`config.mk`:
```
export PLATFORM = sky130hd
export DESIGN_NAME = mem_access_unit
export DESIGN_NICKNAME = d
export VERILOG_FILES = /design/src/rtl/mem_pkg.sv /design/src/rtl/mem_align.sv /design/src/rtl/mem_access_unit.sv
export SDC_FILE = /design/constraint.sdc
export NUM_CORES = 1
export LEC_CHECK = 0
export CORE_ASPECT_RATIO = 2
export CORE_MARGIN = 3
export CORE_UTILIZATION = 45
export DETAILED_ROUTE_END_ITERATION = 10
export MAX_ROUTING_LAYER = met4
export PLACE_DENSITY_LB_ADDON = 0.08
export SLEW_MARGIN = 20
export SYNTH_ARGS = -nofsm -noshare
export SYNTH_HDL_FRONTEND = slang
export SYNTH_HIERARCHICAL = 1
export SYNTH_SLANG_ARGS = --single-unit
```
`constraint.sdc`:
```
create_clock -name clk -period 9.8 [get_ports clk]
set_input_delay 1.96 -clock clk [delete_from_list [all_inputs] [get_ports clk]]
set_output_delay 1.96 -clock clk [all_outputs]
set_load 0.1 [all_outputs]
```
`src/rtl/mem_pkg.sv`:
```
// mem_pkg: shared types and constants for the MEM-stage load/store path
//   state_t          access FSM states
//   SZ_BYTE/HALF/WORD MemSize encodings (2'b11 behaves as word)
//   DEFAULT_TIMEOUT  default bus timeout in cycles
//   isMisaligned()   alignment check for a size/offset pair
package mem_pkg;

    typedef enum logic [1:0] {IDLE, BUS, DONE} state_t;

    localparam logic [1:0] SZ_BYTE = 2'b00;
    localparam logic [1:0] SZ_HALF = 2'b01;
    localparam logic [1:0] SZ_WORD = 2'b10;

    localparam int DEFAULT_TIMEOUT = 16;

    // Size code 2'b11 has bit 1 set, so it gets the word alignment rule.
    function automatic logic isMisaligned(input logic [1:0] size, input logic [1:0] offset);
        return (size == SZ_HALF && offset[0]) || (size[1] && offset != 2'b00);
    endfunction

endpackage

```
`src/rtl/mem_align.sv`:
```
// mem_align: combinational lane replication, byte enables and load extraction
//   size      in  2   MemSize encoding
//   offset    in  2   byte offset within the word (Addr[1:0])
//   isSigned  in  1   sign-extend loads when set
//   wrData    in  32  right-justified store data
//   rdWord    in  32  raw bus read word
//   laneData  out 32  store data replicated across lanes
//   byteEn    out 4   byte enables, bit i = lane i
//   loadData  out 32  selected lane(s), extended to 32 bits
module mem_align
    import mem_pkg::*;
(
    input  logic [1:0]  size,
    input  logic [1:0]  offset,
    input  logic        isSigned,
    input  logic [31:0] wrData,
    input  logic [31:0] rdWord,
    output logic [31:0] laneData,
    output logic [3:0]  byteEn,
    output logic [31:0] loadData
);

    logic [7:0]  rdByte;
    logic [15:0] rdHalf;

    always_comb begin
        laneData = size == SZ_BYTE ? {4{wrData[7:0]}} :
                   size == SZ_HALF ? {2{wrData[15:0]}} : wrData;
        byteEn   = size == SZ_BYTE ? 4'b0001 << offset :
                   size == SZ_HALF ? 4'b0011 << offset : 4'b1111;
        rdByte   = rdWord[{offset, 3'b000} +: 8];
        rdHalf   = offset[1] ? rdWord[31:16] : rdWord[15:0];
        loadData = size == SZ_BYTE ? {{24{isSigned & rdByte[7]}}, rdByte} :
                   size == SZ_HALF ? {{16{isSigned & rdHalf[15]}}, rdHalf} : rdWord;
    end

endmodule

```
`src/rtl/mem_access_unit.sv`:
```
// mem_access_unit: MEM-stage load/store unit turning MemRead/MemWrite into a bus transaction
//   clk, reset                 pipeline clock, async active-high reset
//   MemRead, MemWrite          request from EX->MEM (store wins when both set)
//   MemSize, MemSigned         access size and load extension mode
//   Addr, WrData               byte address and right-justified store data
//   RdData, BusErr             load result and timeout flag, valid in DONE
//   Stall                      freezes PC and upstream registers
//   AddrErr                    misaligned request, combinational in IDLE
//   bus_req/we/addr/wdata/be   registered bus request, held until ack
//   bus_rdata, bus_ack         read data sampled on single-cycle ack
module mem_access_unit
    import mem_pkg::*;
#(
    parameter int TIMEOUT = DEFAULT_TIMEOUT
) (
    input  logic        clk,
    input  logic        reset,
    input  logic        MemRead,
    input  logic        MemWrite,
    input  logic [1:0]  MemSize,
    input  logic        MemSigned,
    input  logic [31:0] Addr,
    input  logic [31:0] WrData,
    output logic [31:0] RdData,
    output logic        Stall,
    output logic        AddrErr,
    output logic        BusErr,
    output logic        bus_req,
    output logic        bus_we,
    output logic [31:0] bus_addr,
    output logic [31:0] bus_wdata,
    output logic [3:0]  bus_be,
    input  logic [31:0] bus_rdata,
    input  logic        bus_ack
);

    localparam int CW = $clog2(TIMEOUT);

    state_t        state;
    logic [CW-1:0] count;
    logic [1:0]    sizeQ;
    logic [1:0]    offQ;
    logic          signedQ;
    logic          idle;
    logic          req;
    logic          misaligned;
    logic [31:0]   laneData;
    logic [3:0]    byteEn;
    logic [31:0]   loadData;

    assign idle       = state == IDLE;
    assign req        = MemRead | MemWrite;
    assign misaligned = isMisaligned(MemSize, Addr[1:0]);
    assign AddrErr    = idle && req && misaligned;
    assign Stall      = (idle && req && !misaligned) || state == BUS;

    // The store path is only consumed in IDLE and the load path only in BUS,
    // so one aligner serves both: live inputs in IDLE, latched ones afterwards.
    mem_align uAlign (
        .size     (idle ? MemSize : sizeQ),
        .offset   (idle ? Addr[1:0] : offQ),
        .isSigned (idle ? MemSigned : signedQ),
        .wrData   (WrData),
        .rdWord   (bus_rdata),
        .laneData (laneData),
        .byteEn   (byteEn),
        .loadData (loadData)
    );

    always_ff @(posedge clk or posedge reset) begin
        if (reset) begin
            state     <= IDLE;
            count     <= '0;
            sizeQ     <= SZ_BYTE;
            offQ      <= 2'b00;
            signedQ   <= 1'b0;
            RdData    <= '0;
            BusErr    <= 1'b0;
            bus_req   <= 1'b0;
            bus_we    <= 1'b0;
            bus_addr  <= '0;
            bus_wdata <= '0;
            bus_be    <= '0;
        end else begin
            case (state)
                IDLE: begin
                    if (req && !misaligned) begin
                        state     <= BUS;
                        count     <= '0;
                        sizeQ     <= MemSize;
                        offQ      <= Addr[1:0];
                        signedQ   <= MemSigned;
                        bus_req   <= 1'b1;
                        bus_we    <= MemWrite;
                        bus_addr  <= {Addr[31:2], 2'b00};
                        bus_wdata <= laneData;
                        bus_be    <= byteEn;
                    end
                end
                BUS: begin
                    // Ack is checked first so it beats a same-cycle timeout.
                    if (bus_ack) begin
                        state   <= DONE;
                        RdData  <= loadData;
                        BusErr  <= 1'b0;
                        bus_req <= 1'b0;
                    end else if (count == CW'(TIMEOUT - 1)) begin
                        state   <= DONE;
                        RdData  <= '0;
                        BusErr  <= 1'b1;
                        bus_req <= 1'b0;
                    end else begin
                        count <= count + CW'(1);
                    end
                end
                DONE: state <= IDLE;
                default: state <= IDLE;
            endcase
        end
    end

endmodule

```
==> reports/metrics.cfg <==
[worst_setup_path]
arrival_ns=4.14
crit_buf_inv=2
critPathMaxStageDelay_ns=1.12
rrSetupSlack_ns=7.01
cp_top_family=buffers and inverters
cpMostUsedCell=clkdlybuf4s50_1
crit_slowest_cell=clkdlybuf4s50_1
path_cells=clkdlybuf4s50_1 -> o21ai_1 -> o2111a_2 -> or2_2 -> clkdlybuf4s50_1
required_ns=7.84
critical_path_class=primary input to primary output
critPathCaptureType=primary output
cp-start-kind=primary input
worstPathMaxFanout=4

[sta]
fin_crit_ns=6.10
fmax_mhz=164
slew_violations=0
worst_pin_slew_ns=1.04
fin_setup_tns_ns=0
period_share_pct=62.3
hold_viol=0
slew_headroom_pct=30.7
grt_setup_unrepaired=no
clock_skew_ns=0.00917
finalSetupViolations=0

[drt]
viasPerCell=5.63
dr.first_iter.drc_count=305
avgRoutedWirePerCell_um=19.2
wl_met3_um=1120
wl_met2_um=8200
wl_met1_um=5630
routed_wl_um=15400
dr.pass1.iters=4
top_layer=met4
vias=4513
route.detailed.drc=0
ant_nets=0

[grt]
grt_max_degree=75
antenna_found_initial=0
grt.overflow.total=0
track_usage_pct=22.4
grt_pass1_vias=4807
grt_pass1_wl_um=24300

[clock_network]
hold_buffers=0
cts.sinks=112
htree_levels=3
cts_tree=done
insertion_delay_ns=0.34
cts-root-buf=clkbuf_16
cts_buffers=9
ctsLongestPathBuffers=2
path_clk_slew_ns=0.06
post-cts-setup-buffers=0
cts_resized=0

[floorplan]
rows=57
die_h_um=165
coreArea_sq_mm=0.0123
die_w_um=85.6
start_util_pct=46.5
io_pins=209
die-area_sq_mm=0.0141

[finish]
drive_gt1_share_pct=11.9
synthToLayoutAreaGrowth_pct=40.7
layout.nets=759
diodes=0

[synthesis]
synth-adder-area-share_pct=1.10
synthXorXnorAreaFrac_pct=0
synthSimpleGateAreaFrac_pct=7.31
synth-edff-count=0
syn_inst=473
syn-mean-instance-area_sq_um=12.1
synth_top_family_by_area=multiplexers
syn-cell-area_sq_mm=0.00570
ys_ff_latch=112
yosysSeqAreaShare_pct=49.2
synth.area.mux_share_pct=22.4
synth-async-reset-ratio_pct=100
synth.distinct_cells=45
synth_compound_area_share_pct=14.2
synthFlopType=dfrtp_1
synthTopCellsByCount=112 x dfrtp_1, 50 x nand2_1, 44 x mux2_1
yosys_warnings=6
synth_top_area_share_pct=49.2
yosys-top-cells-area=dfrtp_1 49%, mux2_1 8.7%, mux2_2 8.3%
synth_area_leader_cell=dfrtp_1
synthMostInstantiatedCell=dfrtp_1

[placement]
post-dp-hpwl_um=11200
gp_congestion=0.899
port_buffers=206

[run_status]
status=finished, final reports clean

[min_path]
hold_path_class=register to register

[run]
cap_viol_max_count=0

[registers in the layout (all words and copies together) (netlist names), 2 cells and up]
signal / flops
RdData: 32
bus_wdata: 32
bus_addr: 30
bus_be: 4
count: 4
offQ: 2
sizeQ: 2
state: 2
[layout by cell type (no fill, tap or decap), types with 5 or more instances in the layout]
cell             netlist  layout
nor2_1                11      11
nor2b_1                8       8
mux4_1                 7       7
clkdlybuf4s50_1        0     206
clkbuf_16              0       9
nand2_1               50      50
mux2i_1               10      10
buf_4                 12       6
o21ai_0               34      34
nand2b_1               5       5
o22ai_1                7       7
a211oi_1               7       7
mux2_1                44      44
ha_1                   5       5
mux2_2                42      42
a221o_1                7       7
a22o_1                39      39
dfrtp_1              112     112
[layout make-up]
class / count / area, sq um
clock buffer: 10 / 239
clock inverter: 6 / 91.3
fill: 994 / 4250
inverter: 6 / 25.0
multi-input combinational: 309 / 2570
sequential: 112 / 2800
tap: 147 / 184
timing repair buffer: 212 / 2110
[path summary, 6_finish.rpt]
check	endpoint	cells after the start	start
setup / recovery	Stall	5	MemSize[1]
hold / removal	bus_addr[27]$_DFFE_PP0P_	1	bus_addr[27]$_DFFE_PP0P_
setup reg to reg	bus_be[2]$_DFFE_PP0P_	7	state[0]$_DFFE_PP0P_
hold reg to reg	bus_addr[27]$_DFFE_PP0P_	1	bus_addr[27]$_DFFE_PP0P_
max in group asynchronous	RdData[15]$_DFFE_PP0P_	3	reset
min in group asynchronous	bus_addr[8]$_DFFE_PP0P_	2	reset
[kinds of logic after synthesis]
group	count (synthesis)
flops	112
fa+ha+maj	5
buf+inv	53
mux	104
simple gates	88
compound gates	110
other cells	1
[per-stage QoR]
step | area [sq um] | cells | hold WS [ns] | utilization [%] | worst slack (ns)
after global routing | 8020 | 802 | 0.497 | 65.4 | 3.65
after CTS | 8020 | 802 | 0.491 | 65.4 | 3.72
after floorplan | 5700 | 474 | 0.454 | - | 4.30
after global placement | 7690 | 786 | 0.467 | 62.7 | 3.76
after detailed placement | 7690 | 786 | 0.475 | 62.7 | 3.72
final | 8020 | 802 | 0.484 | 65.4 | 3.70
[metal layers]
metal | up-vias | global-route usage, %
met5 | - | -
li1 | 2073 | -
met4 | 0 | 9.58
met2 | 196 | 38.1
met3 | 34 | 5.01
met1 | 2210 | 25.1
Power is left out: the tool's default activity adds up to more than one toggle a clock period on the data nets, which glitch-free logic cannot reach.
